===== config.mk =====
export PLATFORM = sky130hd
export DESIGN_NAME = binary_div_7_4_bi
export DESIGN_NICKNAME = d
export VERILOG_FILES = /design/src/rtl/binary_div_pkg.sv /design/src/rtl/binary_div_step.sv /design/src/rtl/binary_div_7_4_bi.sv
export SDC_FILE = /design/constraint.sdc
export NUM_CORES = 1
export LEC_CHECK = 0
export BUFFER_PORTS_ARGS = -buffer_cell sky130_fd_sc_hd__buf_4
export CAP_MARGIN = 15
export CORE_AREA = 2 2 63 80
export CTS_BUF_LIST = sky130_fd_sc_hd__clkbuf_4 sky130_fd_sc_hd__clkbuf_8
export CTS_CLUSTER_SIZE = 10
export DETAILED_ROUTE_END_ITERATION = 6
export DIE_AREA = 0 0 65 82
export GPL_TIMING_DRIVEN = 0
export PLACE_DENSITY = 0.75
export RECOVER_POWER = 100
export SLEW_MARGIN = 5
export SYNTH_ARGS = -nofsm -noshare
export SYNTH_HDL_FRONTEND = slang
export SYNTH_HIERARCHICAL = 1
export SYNTH_SLANG_ARGS = --single-unit

===== constraint.sdc =====
create_clock -name clk -period 2.7 [get_ports clk]
set_input_delay 0.135 -clock clk [delete_from_list [all_inputs] [get_ports clk]]
set_output_delay 0.135 -clock clk [all_outputs]
set_load 0.05 [all_outputs]

===== src/rtl/binary_div_pkg.sv =====
// Shared definitions for the signed restoring divider.
//   DEF_DW / DEF_VW : default dividend/quotient and divisor/remainder widths
//   MIN_DIVIDEND    : most negative dividend at the default width (-2^(DW-1));
//                     dividing it by -1 is the overflow case
//   state_t         : divider FSM states
package binary_div_pkg;

  localparam int DEF_DW = 7;
  localparam int DEF_VW = 4;

  localparam logic signed [DEF_DW-1:0] MIN_DIVIDEND = {1'b1, {(DEF_DW-1){1'b0}}};

  typedef enum logic [1:0] {
    IDLE = 2'd0,
    CALC = 2'd1,
    FIX  = 2'd2,
    DONE = 2'd3
  } state_t;

endpackage


===== src/rtl/binary_div_step.sv =====
// One combinational restoring-division step on unsigned magnitudes.
//   pr      : partial remainder before the step (VW+1 bits)
//   dbit    : next dividend bit, MSB first
//   dvs     : divisor magnitude
//   pr_next : partial remainder after the step
//   qbit    : quotient bit produced by the step
module binary_div_step
  import binary_div_pkg::*;
#(
  parameter int VW = DEF_VW
) (
  input  logic [VW:0]   pr,
  input  logic          dbit,
  input  logic [VW-1:0] dvs,
  output logic [VW:0]   pr_next,
  output logic          qbit
);

  logic [VW+1:0] shifted;
  logic [VW:0]   diff;

  // Because pr < dvs going in, the shifted value is below 2*dvs and fits in
  // VW+1 bits whenever the subtraction is kept; the full-width compare is
  // what decides keep versus restore.
  always_comb begin
    shifted = {pr, dbit};
    diff    = shifted[VW:0] - {1'b0, dvs};
    qbit    = (shifted >= {2'b00, dvs});
    pr_next = qbit ? diff : shifted[VW:0];
  end

endmodule


===== src/rtl/binary_div_7_4_bi.sv =====
// Sequential signed restoring divider, quotient and remainder truncated
// toward zero (matches Verilog signed / and %).
//   clk, rst_n     : rising-edge clock, asynchronous active-low reset
//   en             : clock enable, low freezes every register
//   in_valid/ready : operand handshake (dividend, divisor)
//   out_valid/ready: result handshake (quotient, remainder, dz, ovf)
//   state_dbg      : current FSM state for observation
//
// Handshake: a transfer happens on an enabled rising edge where valid and
// ready are both high. in_ready is high only in IDLE; out_valid is high only
// in DONE and the result registers hold until the next FIX. in_valid outside
// IDLE and out_ready outside DONE are ignored.
//
// Latency is fixed: acceptance edge, DW CALC edges, one FIX edge, so
// out_valid rises DW+1 enabled edges after acceptance, regardless of dz/ovf.
module binary_div_7_4_bi
  import binary_div_pkg::*;
#(
  parameter int DW = DEF_DW,
  parameter int VW = DEF_VW
) (
  input  logic                 clk,
  input  logic                 rst_n,
  input  logic                 en,
  input  logic                 in_valid,
  output logic                 in_ready,
  input  logic signed [DW-1:0] dividend,
  input  logic signed [VW-1:0] divisor,
  output logic                 out_valid,
  input  logic                 out_ready,
  output logic signed [DW-1:0] quotient,
  output logic signed [VW-1:0] remainder,
  output logic                 dz,
  output logic                 ovf,
  output state_t               state_dbg
);

  localparam int            CW       = $clog2(DW);
  localparam logic [DW-1:0] MIN_DVD  = {1'b1, {(DW-1){1'b0}}};
  localparam logic [CW-1:0] CNT_INIT = CW'(DW - 1);

  state_t        state;
  state_t        state_nxt;
  logic [CW-1:0] cnt;
  // Holds the dividend magnitude; each step shifts one dividend bit out of
  // the top and one quotient bit into the bottom, so after DW steps it holds
  // the quotient magnitude.
  logic [DW-1:0] work;
  logic [VW:0]   pr;
  logic [VW:0]   pr_next;
  logic [VW-1:0] dvs;
  logic [VW-1:0] raw_lo;
  logic          q_neg;
  logic          r_neg;
  logic          dz_p;
  logic          ovf_p;
  logic          qbit;
  logic [DW-1:0] dvd_mag;
  logic [VW-1:0] dvs_mag;
  logic [DW-1:0] q_fix;
  logic [VW-1:0] r_fix;

  // Magnitudes: -(-2^(DW-1)) and -(-2^(VW-1)) are still correct when read
  // as unsigned values of the same width.
  always_comb begin
    dvd_mag = dividend[DW-1] ? (~dividend + 1'b1) : dividend;
    dvs_mag = divisor[VW-1]  ? (~divisor + 1'b1)  : divisor;
    q_fix   = q_neg ? (~work + 1'b1) : work;
    r_fix   = r_neg ? (~pr[VW-1:0] + 1'b1) : pr[VW-1:0];
  end

  binary_div_step #(
    .VW(VW)
  ) u_step (
    .pr     (pr),
    .dbit   (work[DW-1]),
    .dvs    (dvs),
    .pr_next(pr_next),
    .qbit   (qbit)
  );

  // State register
  always_ff @(posedge clk or negedge rst_n) begin
    if (!rst_n) begin
      state <= IDLE;
    end else if (en) begin
      state <= state_nxt;
    end
  end

  // Next-state logic (en is applied at the register)
  always_comb begin
    state_nxt = state;
    case (state)
      IDLE: if (in_valid) state_nxt = CALC;
      CALC: if (cnt == '0) state_nxt = FIX;
      FIX:  state_nxt = DONE;
      DONE: if (out_ready) state_nxt = IDLE;
      default: state_nxt = IDLE;
    endcase
  end

  // FSM outputs
  always_comb begin
    in_ready  = (state == IDLE);
    out_valid = (state == DONE);
    state_dbg = state;
  end

  // Datapath and result registers
  always_ff @(posedge clk or negedge rst_n) begin
    if (!rst_n) begin
      cnt       <= '0;
      work      <= '0;
      pr        <= '0;
      dvs       <= '0;
      raw_lo    <= '0;
      q_neg     <= 1'b0;
      r_neg     <= 1'b0;
      dz_p      <= 1'b0;
      ovf_p     <= 1'b0;
      quotient  <= '0;
      remainder <= '0;
      dz        <= 1'b0;
      ovf       <= 1'b0;
    end else if (en) begin
      case (state)
        IDLE: begin
          if (in_valid) begin
            work   <= dvd_mag;
            dvs    <= dvs_mag;
            pr     <= '0;
            cnt    <= CNT_INIT;
            q_neg  <= dividend[DW-1] ^ divisor[VW-1];
            r_neg  <= dividend[DW-1];
            dz_p   <= (divisor == '0);
            ovf_p  <= (dividend == MIN_DVD) && (divisor == '1);
            raw_lo <= dividend[VW-1:0];
          end
        end
        CALC: begin
          pr   <= pr_next;
          work <= {work[DW-2:0], qbit};
          cnt  <= cnt - 1'b1;
        end
        FIX: begin
          // The steps still ran for dz/ovf so latency stays fixed; their
          // result is simply replaced here.
          if (dz_p) begin
            quotient  <= '1;
            remainder <= raw_lo;
            dz        <= 1'b1;
            ovf       <= 1'b0;
          end else if (ovf_p) begin
            quotient  <= MIN_DVD;
            remainder <= '0;
            dz        <= 1'b0;
            ovf       <= 1'b1;
          end else begin
            quotient  <= q_fix;
            remainder <= r_fix;
            dz        <= 1'b0;
            ovf       <= 1'b0;
          end
        end
        default: ;
      endcase
    end
  end

endmodule

* Word level (Yosys, flattened, before mapping)
Index checks and enable logic that the tools add are counted.
Word-level totals: logic and storage cells 65, flip-flop bits (word level) 42, output and inout bits 17, input port bits 16
Operators by class: bitwise operators 5, reductions and logical operators 9, add/sub/neg operators 6, equality and inequality tests 8, muxes and demuxes 22, order comparisons 1
Operator list (count):
- $mux W7 | 5
- $mux W4 | 4
- $add A7 B1 Y7 const B | 2
- $not A7 Y7 | 2
- $pmux W7 S2 | 1
- $mux W5 | 2
- $pmux W5 S2 | 1
- $add A4 B1 Y4 const B | 2
- $not A4 Y4 | 2
- $pmux W2 S4 | 1
- $eq A7 B7 Y1 const B | 1
- $ge A6 B4 Y1 | 1
- $mux W2 | 3
- $pmux W3 S2 | 1
- $reduce_and A3 Y1 | 2
- $sub A5 B4 Y5 | 1
- $eq A2 B2 Y1 const B | 2
- $eq A4 B4 Y1 const B | 1
- $logic_not A4 Y1 | 1
- $ne A2 B2 Y1 const B | 2
- $reduce_and A4 Y1 | 1
- $logic_not A3 Y1 | 1
- $mux W1 | 3
- $mux W3 | 1
- other kinds (8) | 8

* Logic depth before layout (Yosys ltp)
depth after elaboration 5, gate-level depth with buffers 9, gate-level depth less buffers 9

* Cells and area by module
The synthesis kept the hierarchy.
Modules (own cells, without submodules):
- binary_div_7_4_bi | cells each 229, instances 1, area each 2217.1 sq um, seq. area each 1051.0 sq um
- binary_div_step | cells each 29, instances 1, area each 234.0 sq um, seq. area each 0.0 sq um

* Least setup slack after synthesis
OpenSTA, ideal clock, no wires.
path kind register to register, start reg work[6], end reg pr[1], slack 0.318 ns, buffers on the path 0, setup time 0.121 ns, stages on the path, launching flop included 9, arrival 2.261 ns, period minus slack after synthesis 2.382 ns, data required time 2.579 ns, path through dfrtp_1 > inv_1 > ha_1 > inv_1 > fa_1 > a21o_2 > a2111oi_4 > mux2_4 > a22o_1
On the way: longest elaborated chain between the ends 3, elaborated cells between the ends (all ways) 4, classes of those cells add/sub: 1; order compare: 1; mux: 2
RTL lines:
- start, declared | line binary_div_7_4_bi.sv:48 | logic [DW-1:0] work;
- start signal, assigned | line binary_div_7_4_bi.sv:130 | work <= dvd_mag;
- start signal, assigned | line binary_div_7_4_bi.sv:143 | work <= {work[DW-2:0], qbit};
- $sub A5 B4 Y5 / $ge A6 B4 Y1 (equally long branches) | line binary_div_step.sv:27, binary_div_step.sv:28
- $mux W5 (*) | line binary_div_step.sv:29 | pr_next = qbit ? diff : shifted[VW:0];
- net pr_next[1] | line binary_div_7_4_bi.sv:50 | logic [VW:0] pr_next;
- $pmux W5 S2 (*) | line binary_div_7_4_bi.sv:127 | case (state)
- end signal, assigned | line binary_div_7_4_bi.sv:142 | pr <= pr_next;
- end, declared | line binary_div_7_4_bi.sv:49 | logic [VW:0] pr;
The timed path passes the listed nets; every way through them passes the cells marked *. A chain may end at the register's enable or synchronous reset.

* Final worst setup path
Ends and elaborated chain as after synthesis.

==> metrics.cfg <==
[status]
outcome=complete, no violations

[clocking]
cts_buf_count=5
cts.clk_slew.worst_paths_ns=0.08
clkSinkCount=42
postCtsSetupBuffers=0
worst_skew_late_latency_ns=0.30
tritoncts=built
cts_htree_levels=2
cts-root-buf=clkbuf_8
cts_max_path_buffers=2

[sta]
finalSetupViolCount=0
maxClockFrequency_mhz=393.8
final.period_utilization_pct=94.06
holdWs_ns=0.06219
setup_slack_ns=0.1604
tightest_slew_ns=1.032
rsz0062_at_grt=no
final.setup.tns_ns=0
layout_min_cycle_time_ns=2.540
fin_worst_skew_ns=0.009483
drv_slew=0
finalHoldViolations=0
max-slew-margin-rel_pct=31.22

[final_layout]
syn_to_final_growth_pct=14.55
antennaDiodeCount=0
nFillCells=404
drive_above_1_share_pct=11.78
fin_nets=329

[route]
route.vias.total=1935
route.final.wire_length_um=5233
avgViaCountPerCell=5.420
detail-route-antenna-nets=0
drt_iter0_drc=164
drt_pass_1_iters=4
drt-wirelength-per-cell_um=14.66
drc=0

[logic_synthesis]
synth-async-reset-ratio_pct=100.0
synth_top_area_cells=dfrtp_1 (43%), ha_1 (7.7%), nand2_1 (6.4%), o21ai_0 (4.9%), inv_1 (3.8%)
ys_seq_elements=42
post_synthesis_instance_area_mm2=0.002451
synthCells=258
synth.yosys.seq_area_share_pct=42.88
synth-edff-count=0
ys_types=41
postSynthNetCount=290
post-synth-top-area-fraction_pct=42.88
synth_top_cell_by_area=dfrtp_1
synth_top_flop_cell=dfrtp_1
ys.warnings.count=6
syn_area_per_cell_um2=9.500

[placement]
dp_hpwl_um=3917
place_congestion=0.8287
placement.io_buffers=31
dp_worst_setup_slack_ns=0.1346

[floorplanning]
placementRows=28
core-area_mm2=0.004589
design.die.area_mm2=0.005330
die_height_um=82
pin_count=33
die-width_um=65
start_util_pct=53.41

[pwr]
leakage_power_nw=1.318
vdd_ir_drop_max_v=0.0006836
cellPowerDensity_mw_per_mm2=1259

[setup_path]
timing.critical_path.required_ns=2.88
critical_path.max_stage_delay_ns=0.52
path_delay_family=compound AO/OA/AOI/OAI gates
cp_num_buf_inv=2
crit_slowest_cell=a2111oi_4
worstPathMaxFanout=8
critical_path.cell_chain=inv_1 -> ha_1 -> inv_1 -> fa_1 -> a21o_2 -> a2111oi_4 -> mux2_4 -> a22o_1
path_class=register to register
cp-start-kind=register
arrival_ns=2.72
cpMostUsedCell=inv_1
end_kind=register

[global_route]
number_of_antenna_violations_at_the_first_check_in_global_routing=0
gr-usage-all-layers_pct=22.38
first_global_vias=1910
largest_net_degree_at_the_start_of_global_routing=43
overflow=0
global_route_wire_length_before_repair_um=8894

[worst_hold_path]
hold_class=primary input to register

[job]
cap_viol_max_count=0

-- worst reg2reg max path: stages (launching register included) --
cell and delay [ns]:
dfrtp_1 0.43, inv_1 0.07, ha_1 0.13, inv_1 0.06
fa_1 0.40, a21o_2 0.26, a2111oi_4 0.52, mux2_4 0.35
a22o_1 0.21
-- placed cells by master, fill, tap and decap left out, drive strengths merged, types with 2 or more instances in the layout --
cell    count
nand2      42
dfrtp      42
clkbuf     31
inv        25
o21ai      25
buf        16
ha         15
nor2       11
xnor2       9
a21oi       7
mux2i       7
mux2        7
a22oi       6
o31ai       6
nand2b      5
a22o        5
xor2        4
nand3       3
nor3        3
a21boi      3
o211ai      3
a21o        3
and2        2
a31oi       2
a221o       2
-- final cells by class --
type	count	area, um2	area share, %
tap	60	75.07	2.674
clock inverter	1	30.03	1.070
buffer	10	41.29	1.471
timing repair buffer	32	176.4	6.283
inverter	25	93.84	3.342
multi-input combinational	181	1257	44.79
clock buffer	6	82.58	2.941
sequential	42	1051	37.43
-- registers in the layout, summed over array words and instances (netlist names) --
register / flops
ovf_p: 1
pr: 5
remainder: 4
quotient: 7
ovf: 1
dz_p: 1
q_neg: 1
work: 7
dvs: 4
r_neg: 1
state_dbg: 2
dz: 1
cnt: 3
raw_lo: 4
-- synth_stat cells, types with 2 or more instances --
| cell type | count |
|---|---|
| a21boi_0 | 3 |
| o21ai_0 | 24 |
| nand2_1 | 42 |
| clkbuf_1 | 6 |
| and2_1 | 2 |
| a21oi_1 | 7 |
| a22oi_1 | 6 |
| a21o_1 | 2 |
| xor2_1 | 4 |
| a31oi_1 | 2 |
| buf_2 | 3 |
| mux2_2 | 6 |
| o211ai_1 | 3 |
| a221o_1 | 2 |
| a22o_1 | 5 |
| nor3_1 | 3 |
| o31ai_1 | 5 |
| nand3_1 | 3 |
| nor2_1 | 11 |
| nand2b_1 | 5 |
| mux2i_1 | 7 |
| ha_1 | 15 |
| xnor2_1 | 9 |
| inv_1 | 25 |
| dfrtp_1 | 42 |
-- where the power goes --
group          switching [W]  internal (W)
Sequential          0.000258      0.000891
Clock               0.000210      0.000296
Combinational        0.00116      0.000717
Total                0.00163       0.00190
-- through the flow --
stage | power (W) | area, um2 | std cells | util, %
4_1_cts | 0.003663 | 2882 | 357 | 62.79
5_1_grt | 0.003813 | 2808 | 357 | 61.18
6_report | 0.003535 | 2808 | 357 | 61.18
3_5_place_dp | 0.003146 | 2759 | 349 | 60.11
3_3_place_gp | 0.003084 | 2759 | 349 | 60.11
2_1_floorplan | 0.002628 | 2451 | 258 | -
-- what timing repair did --
action,in CTS,in global routing
hold endpoints to repair,42,0
hold buffers,1,0
endpoints found under the setup margin,0,1
gates resized for setup,0,0
-- layer usage --
metal,up-vias,track usage [%],share of wire (%)
met5,-,0,0
met4,0,10.43,2.9
met3,12,4.521,3.5
met2,34,41.13,52
met1,931,24.69,42
li1,958,-,-
-- logic make-up (layout without fill, tap and decap cells) --
kind of cell	Yosys count	after routing	share of synthesized area, %
multiplexers	14	14	6.227
buffers and inverters	35	74	5.819
XOR/XNOR	13	13	4.645
AO/OA/AOI/OAI	65	65	18.58
adder cells (fa/ha/maj)	16	16	8.474
flip-flops	42	42	42.88
AND/OR/NAND/NOR	73	73	13.37
-- worst paths after layout --
path,slack [ns],end,depth (start not counted),startpoint
worst max-delay path,0.16,pr[1],8,work[6]
worst min-delay path,0.06,state_dbg[0],2,en
worst max register to register,0.16,pr[1],8,work[6]
worst min register to register,0.48,ovf,2,ovf
max in group asynchronous,1.51,pr[4],2,rst_n
min in group asynchronous,0.54,quotient[0],2,rst_n
(Power assumes the default switching activity.)
